### src/rtl/apb_initiator.sv
// apb_initiator: single-outstanding APB master.
// A valid/ready request is decoded against the peripheral window. An in-window
// request is issued on APB as a SETUP/ACCESS pair. An out-of-window request
// completes at once with an error. An ACCESS phase that waits too long is ended
// with an error response, so a dead slave cannot stall the requester.

// Protocol checker bound into the initiator; it observes ports only.
module apb_initiator_chk #(
  parameter int unsigned ADDR_WIDTH = 32,
  parameter int unsigned DATA_WIDTH = 32
) (
  input logic                  clk,
  input logic                  rst,
  input logic                  req_ready_i,
  input logic                  rsp_valid_i,
  input logic                  rsp_ready_i,
  input logic                  rsp_err_i,
  input logic [DATA_WIDTH-1:0] rsp_rdata_i,
  input logic [ADDR_WIDTH-1:0] paddr_i,
  input logic [DATA_WIDTH-1:0] pwdata_i,
  input logic                  pwrite_i,
  input logic                  psel_i,
  input logic                  penable_i
);

  // penable is only ever raised inside a selected transfer.
  penable_implies_psel_a: assert property (
    @(posedge clk) disable iff (rst) penable_i |-> psel_i);

  // Address, data and direction do not move while ACCESS is in progress.
  access_stable_a: assert property (
    @(posedge clk) disable iff (rst)
    (psel_i && penable_i) |-> ($stable(paddr_i) && $stable(pwdata_i) && $stable(pwrite_i)));

  // A stalled response keeps its payload until it is taken.
  rsp_hold_a: assert property (
    @(posedge clk) disable iff (rst)
    (rsp_valid_i && !rsp_ready_i) |=> (rsp_valid_i && $stable(rsp_err_i) && $stable(rsp_rdata_i)));

  // Ready for a new request means the bus is idle and no response is pending.
  idle_clean_a: assert property (
    @(posedge clk) disable iff (rst) req_ready_i |-> (!rsp_valid_i && !psel_i));

endmodule

module apb_initiator #(
  parameter int unsigned           ADDR_WIDTH = 32,
  parameter int unsigned           DATA_WIDTH = 32,
  parameter logic [ADDR_WIDTH-1:0] WIN_START  = 32'h1A10_0000,
  parameter logic [ADDR_WIDTH-1:0] WIN_END    = 32'h1A11_7FFF,
  parameter int unsigned           TIMEOUT    = 255
) (
  input  logic                  clk,
  input  logic                  rst,
  // request channel
  input  logic                  req_valid_i,
  output logic                  req_ready_o,
  input  logic [ADDR_WIDTH-1:0] req_addr_i,
  input  logic                  req_we_i,
  input  logic [DATA_WIDTH-1:0] req_wdata_i,
  // response channel
  output logic                  rsp_valid_o,
  input  logic                  rsp_ready_i,
  output logic [DATA_WIDTH-1:0] rsp_rdata_o,
  output logic                  rsp_err_o,
  // APB master
  output logic [ADDR_WIDTH-1:0] paddr_o,
  output logic [DATA_WIDTH-1:0] pwdata_o,
  output logic                  pwrite_o,
  output logic                  psel_o,
  output logic                  penable_o,
  input  logic [DATA_WIDTH-1:0] prdata_i,
  input  logic                  pready_i,
  input  logic                  pslverr_i
);

  // The counter only has to reach TIMEOUT-1; one bit is enough when the
  // timeout is tiny or disabled.
  localparam int unsigned      CNT_W   = (TIMEOUT > 1) ? $clog2(TIMEOUT) : 1;
  localparam bit               TO_EN   = (TIMEOUT != 0);
  localparam logic [CNT_W-1:0] TO_LAST = (TIMEOUT > 0) ? CNT_W'(TIMEOUT - 1)
                                                       : {CNT_W{1'b0}};

  typedef enum logic [1:0] {
    S_IDLE   = 2'd0,
    S_SETUP  = 2'd1,
    S_ACCESS = 2'd2,
    S_RESP   = 2'd3
  } state_e;

  state_e                state_q,     state_d;
  logic [ADDR_WIDTH-1:0] paddr_q,     paddr_d;
  logic [DATA_WIDTH-1:0] pwdata_q,    pwdata_d;
  logic                  pwrite_q,    pwrite_d;
  logic                  psel_q,      psel_d;
  logic                  penable_q,   penable_d;
  logic                  rsp_valid_q, rsp_valid_d;
  logic                  rsp_err_q,   rsp_err_d;
  logic [DATA_WIDTH-1:0] rsp_rdata_q, rsp_rdata_d;
  logic [CNT_W-1:0]      to_cnt_q,    to_cnt_d;

  // Unsigned inclusive compare over the full address width; no alignment check.
  function automatic logic in_window(input logic [ADDR_WIDTH-1:0] addr);
    return (addr >= WIN_START) && (addr <= WIN_END);
  endfunction

  // Next-state and next-output decode; every register holds by default.
  always_comb begin
    state_d     = state_q;
    paddr_d     = paddr_q;
    pwdata_d    = pwdata_q;
    pwrite_d    = pwrite_q;
    psel_d      = psel_q;
    penable_d   = penable_q;
    rsp_valid_d = rsp_valid_q;
    rsp_err_d   = rsp_err_q;
    rsp_rdata_d = rsp_rdata_q;
    to_cnt_d    = to_cnt_q;

    case (state_q)
      S_IDLE: begin
        if (req_valid_i) begin
          if (in_window(req_addr_i)) begin
            state_d   = S_SETUP;
            paddr_d   = req_addr_i;
            pwdata_d  = req_wdata_i;
            pwrite_d  = req_we_i;
            psel_d    = 1'b1;
            penable_d = 1'b0;
          end else begin
            // Decode error: answer directly, the APB bus stays untouched.
            state_d     = S_RESP;
            rsp_valid_d = 1'b1;
            rsp_err_d   = 1'b1;
            rsp_rdata_d = {DATA_WIDTH{1'b0}};
          end
        end else begin
          state_d = S_IDLE;
        end
      end

      S_SETUP: begin
        state_d   = S_ACCESS;
        psel_d    = 1'b1;
        penable_d = 1'b1;
        to_cnt_d  = {CNT_W{1'b0}};
      end

      S_ACCESS: begin
        if (pready_i) begin
          // A ready slave wins over a timeout landing on the same cycle.
          state_d     = S_RESP;
          psel_d      = 1'b0;
          penable_d   = 1'b0;
          rsp_valid_d = 1'b1;
          rsp_err_d   = pslverr_i;
          rsp_rdata_d = (!pwrite_q && !pslverr_i) ? prdata_i : {DATA_WIDTH{1'b0}};
        end else if (TO_EN && (to_cnt_q == TO_LAST)) begin
          state_d     = S_RESP;
          psel_d      = 1'b0;
          penable_d   = 1'b0;
          rsp_valid_d = 1'b1;
          rsp_err_d   = 1'b1;
          rsp_rdata_d = {DATA_WIDTH{1'b0}};
        end else begin
          to_cnt_d = to_cnt_q + {{(CNT_W-1){1'b0}}, 1'b1};
        end
      end

      S_RESP: begin
        if (rsp_ready_i) begin
          state_d     = S_IDLE;
          rsp_valid_d = 1'b0;
          rsp_err_d   = 1'b0;
          rsp_rdata_d = {DATA_WIDTH{1'b0}};
        end else begin
          state_d = S_RESP;
        end
      end

      default: begin
        state_d     = S_IDLE;
        psel_d      = 1'b0;
        penable_d   = 1'b0;
        rsp_valid_d = 1'b0;
        rsp_err_d   = 1'b0;
        rsp_rdata_d = {DATA_WIDTH{1'b0}};
      end
    endcase
  end

  // State and output registers; reset abandons any transfer in flight.
  always_ff @(posedge clk) begin
    if (rst) begin
      state_q     <= S_IDLE;
      paddr_q     <= {ADDR_WIDTH{1'b0}};
      pwdata_q    <= {DATA_WIDTH{1'b0}};
      pwrite_q    <= 1'b0;
      psel_q      <= 1'b0;
      penable_q   <= 1'b0;
      rsp_valid_q <= 1'b0;
      rsp_err_q   <= 1'b0;
      rsp_rdata_q <= {DATA_WIDTH{1'b0}};
      to_cnt_q    <= {CNT_W{1'b0}};
    end else begin
      state_q     <= state_d;
      paddr_q     <= paddr_d;
      pwdata_q    <= pwdata_d;
      pwrite_q    <= pwrite_d;
      psel_q      <= psel_d;
      penable_q   <= penable_d;
      rsp_valid_q <= rsp_valid_d;
      rsp_err_q   <= rsp_err_d;
      rsp_rdata_q <= rsp_rdata_d;
      to_cnt_q    <= to_cnt_d;
    end
  end

  assign req_ready_o = (state_q == S_IDLE);
  assign rsp_valid_o = rsp_valid_q;
  assign rsp_err_o   = rsp_err_q;
  assign rsp_rdata_o = rsp_rdata_q;
  assign paddr_o     = paddr_q;
  assign pwdata_o    = pwdata_q;
  assign pwrite_o    = pwrite_q;
  assign psel_o      = psel_q;
  assign penable_o   = penable_q;

  apb_initiator_chk #(
    .ADDR_WIDTH (ADDR_WIDTH),
    .DATA_WIDTH (DATA_WIDTH)
  ) u_chk (
    .clk         (clk),
    .rst         (rst),
    .req_ready_i (req_ready_o),
    .rsp_valid_i (rsp_valid_o),
    .rsp_ready_i (rsp_ready_i),
    .rsp_err_i   (rsp_err_o),
    .rsp_rdata_i (rsp_rdata_o),
    .paddr_i     (paddr_o),
    .pwdata_i    (pwdata_o),
    .pwrite_i    (pwrite_o),
    .psel_i      (psel_o),
    .penable_i   (penable_o)
  );

endmodule

### config.mk
export PLATFORM = sky130hd
export DESIGN_NAME = apb_initiator
export DESIGN_NICKNAME = d
export VERILOG_FILES = /design/src/rtl/apb_initiator.sv
export SDC_FILE = /design/constraint.sdc
export NUM_CORES = 1
export LEC_CHECK = 0
export CAP_MARGIN = 10
export CORE_ASPECT_RATIO = 0.5
export CORE_MARGIN = 8
export CORE_UTILIZATION = 35
export CTS_CLUSTER_SIZE = 12
export DETAILED_ROUTE_END_ITERATION = 8
export MAX_ROUTING_LAYER = met4
export PLACE_DENSITY_LB_ADDON = 0.08
export SKIP_LAST_GASP = 1
export SYNTH_ARGS = -nofsm -noshare
export SYNTH_HDL_FRONTEND = slang
export SYNTH_SLANG_ARGS = --single-unit
export TNS_END_PERCENT = 1
### constraint.sdc
create_clock -name clk -period 3.75 [get_ports clk]
set_input_delay 0.75 -clock clk [delete_from_list [all_inputs] [get_ports clk]]
set_output_delay 0.75 -clock clk [all_outputs]
set_load 0.05 [all_outputs]
==> results of run 1 <==
[critical path, stage by stage]
cell and delay, ns:
sky130_fd_sc_hd__clkdlybuf4s50_1 0.44, sky130_fd_sc_hd__nand4b_1 0.20, sky130_fd_sc_hd__or4_4 0.59, sky130_fd_sc_hd__a2111o_1 0.39
sky130_fd_sc_hd__buf_4 0.30, sky130_fd_sc_hd__a311oi_1 0.33
[metrics by stage]
stage | hold slack, ns | std cells | cell area (um^2) | setup slack [ns]
finish | 0.450 | 864 | 7200 | 0.969
global route | 0.482 | 864 | 7200 | 0.905
CTS | 0.457 | 864 | 7200 | 0.953
detailed placement | 0.446 | 848 | 6900 | 0.586
global placement | 0.441 | 848 | 6900 | 0.677
floorplan | 0.452 | 501 | 4740 | 1.39
[power groups by stage]
stage | Combinational, W | Sequential (W) | Clock [W]
floorplan | 0.000115 | 0.00125 | 0
global placement | 0.000295 | 0.00123 | 0
detailed placement | 0.000296 | 0.00123 | 0
CTS | 0.000296 | 0.00120 | 0.00100
global route | 0.000316 | 0.00120 | 0.00104
finish | 0.000293 | 0.00120 | 0.000958
[cells by family after synthesis]
kind of cell	share of synthesized area, %
mux	10.6
simple gates	18.5
fa+ha+maj	0.528
compound gates	18.2
xor+xnor	0.554
flops	46.9
buf+inv	4.75
[path summary, 6_finish.rpt]
path	slack (ns)	end	startpoint
setup / recovery	0.97	rsp_rdata_o[30]	req_addr_i[15]
hold / removal	0.45	rsp_valid_o	rsp_valid_o
setup reg to reg	1.34	rsp_rdata_o[26]	to_cnt_q[1]
hold reg to reg	0.45	rsp_valid_o	rsp_valid_o
[sequential cells by signal, summed over array words and instances, names as in the netlist]
name and cells:
paddr_o 32, pwdata_o 32, rsp_rdata_o 32, to_cnt_q 8, state_q 2, penable_o 1, psel_o 1, pwrite_o 1
rsp_err_o 1, rsp_valid_o 1
[layout make-up]
| type | instances | share of cell area [%] |
|---|---|---|
| Clock buffer | 9 | 3.13 |
| Clock inverter | 7 | 1.06 |
| Inverter | 4 | 0.209 |
| Multi-Input combinational cell | 346 | 32.1 |
| Sequential cell | 111 | 30.9 |
| Tap cell | 176 | 3.06 |
| Timing Repair Buffer | 211 | 29.5 |
[metal layers]
metal	track usage, %	wire length, um	vias up	share of wire [%]
li1	-	-	2144	-
met1	19.1	6510	1897	47
met2	23.3	6100	130	44
met3	6.56	1030	10	7.5
met4	4.29	153	0	1.1
met5	-	0	-	0
[cells in the final DEF (no fill, tap or decap), drive strengths merged, types with 7 or more instances in the layout]
cell type,Yosys,layout
nor3b,13,13
mux2i,50,50
clkdlybuf4s50,0,203
inv,3,7
a21oi,38,38
o21ai,7,7
nand2,141,141
a311oi,32,32
buf,14,8
clkbuf,26,9
dfxtp,111,111
==> metrics.log, run 1 <==
INFO  metric routabilityCongestion = 0.725
INFO  metric fin_crit = 2.78 ns
INFO  metric yosys-top-cells-area = sky130_fd_sc_hd__dfxtp_1, sky130_fd_sc_hd__nand2_1, sky130_fd_sc_hd__mux2i_1, sky130_fd_sc_hd__a311oi_2, sky130_fd_sc_hd__a21oi_1
INFO  metric design.core.area = 0.0134 mm^2
INFO  metric yosysTopAreaCell = sky130_fd_sc_hd__dfxtp_1
INFO  metric portBuffers = 204
INFO  metric final.setup.tns = 0 ns
INFO  metric hold_viol = 0
INFO  metric yosys.area.top_type_share = 46.9%
INFO  metric flow.area_growth_from_synthesis = 51.8%
INFO  metric synth_top_flop_cell = sky130_fd_sc_hd__dfxtp_1
INFO  metric antenna_found_initial = 0
INFO  metric grt_usage = 15.6%
INFO  metric power_leakage = 2.29 nW
INFO  metric final_core_util = 53.7%
INFO  metric drt-pass1-iter-count = 5
INFO  metric fmaxAchievable = 0.360 GHz
INFO  metric power.density_cell_area = 341 mW/mm^2
INFO  metric worst_skew_pair.late_latency = 0.35 ns
INFO  metric vias_per_cell = 4.84
INFO  metric io-pin-count = 205
INFO  metric relSlewSlack = 45.3%
INFO  metric route.detailed.drc = 0
INFO  metric route.vias.total = 4,181
INFO  metric die_area = 0.0178 mm^2
INFO  metric multi_input_area = 0.00231 mm^2
INFO  metric wire_length_of_the_first_global_routing_pass = 22,100 um
INFO  metric bufs_on_longest_clock_path = 2
INFO  metric min_period_over_period = 74.2%
INFO  metric drt_iter0_markers = 239
INFO  metric result_of_the_run = completed
INFO  metric final_nets = 788
INFO  metric timing.critical_path.from_type = input pin
INFO  metric part_of_the_total_power_dissipated_in_the_clock_network = 39.1%
INFO  metric width_of_the_die = 181 um
INFO  metric dp_hpwl = 9940 um
INFO  metric critical_path_sink_type = register
INFO  metric report.final.slew_viol_count = 0
INFO  metric antenna_left = 0
INFO  metric worst_ir_drop_vdd = 0.222 mV
INFO  metric min-delay-path-class = reg2reg
INFO  metric routed_length_per_placed_instance = 16.0 um
INFO  metric synth_cell_type_count = 47
INFO  metric post_cts_hold_buffer_count = 0
INFO  metric num_antenna_cells = 0
INFO  metric synth.most_common_cell = sky130_fd_sc_hd__nand2_1
INFO  metric register_area = 0.00222 mm^2
INFO  metric worstMarginPinSlew = 0.819 ns
INFO  metric cts_root_buf = sky130_fd_sc_hd__clkbuf_16
INFO  metric worstPathMaxFanout = 33
INFO  metric yosys_warnings = 0
INFO  metric finClkSkew = 0.0111 ns
INFO  metric comb_power_share = 12.0%
INFO  metric synth.net_count = 606
INFO  metric switching_share = 26.5%
INFO  metric power.share.sequential = 49.0%
INFO  metric whs_path_depth = 2
INFO  metric rr_worst_depth = 6
INFO  metric core.rowCount = 30
INFO  metric totalPowerFinal = 0.00245 W
INFO  metric grt_max_degree = 65
INFO  metric starting_density_of_the_core = 35.4%
INFO  metric max_cap_viol_count = 0
INFO  metric post-cts-setup-buffer-count = 0
INFO  metric post_synth_inst_count = 501
INFO  metric p_switching = 0.000651 W
INFO  metric cts_sinks = 111
INFO  metric synthTopCellsByCount = sky130_fd_sc_hd__nand2_1, sky130_fd_sc_hd__dfxtp_1, sky130_fd_sc_hd__mux2i_1
INFO  metric synth_sequential_area_ratio = 46.9%
INFO  metric rsz_0062_raised_after_global_routing = false
INFO  metric synth-edff-count = 0
INFO  metric post_cts_resized = 0
INFO  metric netlist_area = 0.00474 mm^2
INFO  metric clk_pin_slew_worst_paths = 0.08 ns
INFO  metric h_tree_lvls = 3
INFO  metric globalRoute.totalOverflow = 0
INFO  metric finalWirelength = 13,800 um
INFO  metric finalSetupViolCount = 0
INFO  metric cts_inserted_buffers = 9
INFO  metric height_of_the_chip = 98.3 um
INFO  metric yosys_register_bits = 111
INFO  metric grt_pass1_vias = 4,158
INFO  metric drive_above_1_share = 8.87%
INFO  metric internal_power = 0.00180 W
INFO  metric tritoncts_clock_tree = built
INFO  metric timing_worst_setup_path_type = in2reg
INFO  metric postSynth.asyncResetShare = 0%
INFO  metric syn-mean-instance-area = 9.47 um^2
INFO  metric final.fill_count = 1,227
INFO  metric crit_arrival = 3.03 ns
INFO  metric worstPathRequired = 4.00 ns
(Power assumes the default switching activity.)
==> run 2, diff against run 1 <==
- clock period: 3.75 -> 2.28 ns (I/O delays scaled with it)
==> run 2 against run 1 <==
Effect of this change: power increased by 68%; highest routed layer unchanged; non-clock buffer count increased by 24; design area increased by 4.3%; combinational power increased by 73%; via count increased by 2.4%; worst setup slack got worse by 0.87 ns; critical path depth increased by 1; largest cell class is now non-clock buffers; die area unchanged; first-iteration DRC count decreased by 28%.
==> metrics.log, run 2 (same netlist as run 1, synthesis figures left out) <==
INFO  metric flow.area_growth_from_synthesis = 58.4%
INFO  metric power.share.sequential = 47.9% (-1.1 points)
INFO  metric power_leakage = 2.51 nW (+9.2%)
INFO  metric hold_viol = 0 (unchanged)
INFO  metric critical_path_sink_type = register
INFO  metric finalWirelength = 14,500 um (+5.0%)
INFO  metric starting_density_of_the_core = 35.4% (unchanged)
INFO  metric routed_length_per_placed_instance = 16.3 um (+2.1%)
INFO  metric met1Wirelength = 6560 um (+0.74%)
INFO  metric crit_arrival = 2.43 ns (-0.60 ns)
INFO  metric p_switching = 0.00105 W (+61%)
INFO  metric mostFrequentLayoutCell = sky130_fd_sc_hd__clkdlybuf4s50_1
INFO  metric antenna_left = 0 (unchanged)
INFO  metric routabilityCongestion = 0.752 (+3.7%)
INFO  metric cts_sinks = 111 (unchanged)
INFO  metric worstPathMaxFanout = 5 (-85%)
INFO  metric route.detailed.drc = 0 (unchanged)
INFO  metric internal_power = 0.00307 W (+70%)
INFO  metric bufs_on_longest_clock_path = 2 (unchanged)
INFO  metric worstPathRequired = 2.53 ns (-1.47 ns)
INFO  metric globalRoute.totalOverflow = 0 (unchanged)
INFO  metric min_period_over_period = 95.7%
INFO  metric tritoncts_clock_tree = built
INFO  metric final.fill_count = 1,211 (-1.3%)
INFO  metric placed_cell_area = 0.00706 mm^2 (+2.4%)
INFO  metric final_instance_area = 0.00751 mm^2 (+4.3%)
INFO  metric design.core.area = 0.0134 mm^2 (unchanged)
INFO  metric antenna_found_initial = 0 (unchanged)
INFO  metric fin_crit = 2.18 ns
INFO  metric part_of_the_total_power_dissipated_in_the_clock_network = 39.7% (+0.6 points)
INFO  metric grt_pass1_vias = 4,378 (+5.3%)
INFO  metric die_area = 0.0178 mm^2 (unchanged)
INFO  metric core.rowCount = 30 (unchanged)
INFO  metric vias_per_cell = 4.82 (-0.33%)
INFO  metric drive_above_1_share = 12.4% (+3.5 points)
INFO  metric relSlewSlack = 60.1% (+15 points)
INFO  metric min-delay-path-class = reg2reg
INFO  metric rsz_0062_raised_after_global_routing = false
INFO  metric register_area = 0.00222 mm^2 (unchanged)
INFO  metric met2WireLength = 6660 um (+9.2%)
INFO  metric routed-wl-met3 = 1190 um (+15%)
INFO  metric critical_path.slowest_cell = sky130_fd_sc_hd__a2111o_2
INFO  metric cts_inserted_buffers = 9 (unchanged)
INFO  metric report.final.slew_viol_count = 0 (unchanged)
INFO  metric total_buffers_and_inverters_traversed_by_the_critical_path = 3 (+1)
INFO  metric width_of_the_die = 181 um (unchanged)
INFO  metric route.vias.total = 4,283 (+2.4%)
INFO  metric dp_hpwl = 10,100 um (+1.8%)
INFO  metric num_antenna_cells = 0 (unchanged)
INFO  metric worst_skew_pair.late_latency = 0.35 ns (about the same)
INFO  metric finalSetupViolCount = 0 (unchanged)
INFO  metric height_of_the_chip = 98.3 um (unchanged)
INFO  metric cts_root_buf = sky130_fd_sc_hd__clkbuf_16
INFO  metric hold-worst-slack = 0.446 ns (-0.00429 ns)
INFO  metric fmaxAchievable = 0.458 GHz
INFO  metric finClkSkew = 0.00960 ns (-0.00150 ns)
INFO  metric switching_share = 25.4% (-1.1 points)
INFO  metric most_frequent_cp_cell = sky130_fd_sc_hd__buf_12
INFO  metric timing.critical_path.from_type = input pin
INFO  metric io-pin-count = 205 (unchanged)
INFO  metric post_cts_hold_buffer_count = 0 (unchanged)
INFO  metric path_cells = clkdlybuf4s15_1 -> nand4b_1 -> or4_4 -> a2111o_2 -> buf_12 -> buf_12 -> a311oi_1
INFO  metric final_cell_mix = sky130_fd_sc_hd__clkdlybuf4s50_1, sky130_fd_sc_hd__nand2_1, sky130_fd_sc_hd__dfxtp_1
INFO  metric portBuffers = 204 (unchanged)
INFO  metric wire_length_of_the_first_global_routing_pass = 23,300 um (+5.7%)
INFO  metric clk_pin_slew_worst_paths = 0.07 ns (about the same)
INFO  metric highest-signal-layer = met4
INFO  metric final_nets = 812 (+3.0%)
INFO  metric drt_iter0_markers = 172 (-28%)
INFO  metric worstMarginPinSlew = 0.596 ns (-0.223 ns)
INFO  metric drt-pass1-iter-count = 4 (-1)
INFO  metric max_cap_viol_count = 0 (unchanged)
INFO  metric grt_max_degree = 65 (unchanged)
INFO  metric timing_worst_setup_path_type = in2reg
INFO  metric multi_input_area = 0.00232 mm^2 (+0.32%)
INFO  metric worst_ir_drop_vdd = 0.310 mV (+39%)
INFO  metric grt_usage = 16.5% (+0.92 points)
INFO  metric comb_power_share = 12.3% (+0.3 points)
INFO  metric critical-path-top-delay-family = compound AO/OA/AOI/OAI gates
INFO  metric result_of_the_run = completed
INFO  metric cp_slowest_stage_delay = 0.56 ns (-0.03 ns)
INFO  metric power.density_cell_area = 548 mW/mm^2 (+61%)
INFO  metric h_tree_lvls = 3 (unchanged)
[run 2: through the flow]
| step | utilization, % | setup slack [ns] | instances | power [W] | TNS (ns) |
|---|---|---|---|---|---|
| floorplan | - | 0.0949 | 501 | 0.00224 | 0 |
| global placement | 52.7 | -0.398 | 865 | 0.00253 | -31.66 |
| detailed placement | 52.7 | -0.426 | 865 | 0.00254 | -34.40 |
| CTS | 56.0 | 0.0225 | 888 | 0.00418 | 0 |
| global route | 56.0 | 0.0430 | 888 | 0.00429 | 0 |
| finish | 56.0 | 0.0983 | 888 | 0.00412 | 0 |
[run 2: what timing repair did]
action	CTS	global route
setup buffers	3	0
endpoints found under the setup margin	34	1
pin swaps	6	4
cloned	4	0
resized for setup	22	1
[run 2: area by class of cell]
class / count / share of cell area (%)
Timing Repair Buffer: 235 / 32.3
Multi-Input combinational cell: 346 / 30.9
Sequential cell: 111 / 29.6
Clock buffer: 9 / 3.00
Tap cell: 176 / 2.93
Clock inverter: 7 / 1.07
Inverter: 4 / 0.200
[run 2: power groups by stage]
| stage | Clock (W) | Sequential, W | Combinational, W |
|---|---|---|---|
| after detailed placement | 0 | 0.00202 | 0.000520 |
| after CTS | 0.00170 | 0.00197 | 0.000512 |
| after global routing | 0.00177 | 0.00198 | 0.000546 |
| after floorplan | 0 | 0.00205 | 0.000189 |
| after global placement | 0 | 0.00202 | 0.000516 |
| final | 0.00164 | 0.00197 | 0.000507 |
[run 2: layer usage]
layer	vias to the layer above	global-route usage [%]
li1	2188	-
met1	1960	19.4
met2	127	26.9
met3	8	6.48
met4	0	3.03
met5	-	-
[run 2: path summary, 6_finish.rpt]
kind,endpoint,slack [ns],cells after the start,from
worst max register to register,to_cnt_q[1],0.31,6,to_cnt_q[0]
worst min register to register,rsp_valid_o,0.45,2,rsp_valid_o
worst max-delay path,rsp_rdata_o[31],0.1,7,req_addr_i[15]
worst min-delay path,rsp_valid_o,0.45,2,rsp_valid_o
[run 2: worst reg2reg max path, stage by stage (launching register included)]
cell and delay, ns:
sky130_fd_sc_hd__dfxtp_1 0.44, sky130_fd_sc_hd__inv_1 0.10, sky130_fd_sc_hd__ha_1 0.20, sky130_fd_sc_hd__nand3_1 0.17, sky130_fd_sc_hd__o21bai_1 0.18, sky130_fd_sc_hd__or4b_2 0.63
sky130_fd_sc_hd__a31oi_1 0.18
==> run 3, diff against run 2 <==
- CTS_CLUSTER_SIZE: 12 -> 10
- SLEW_MARGIN: unset -> 10
==> results of run 3 <==
Same layout as run 2: the final DEF is identical, and so are final timing and power.
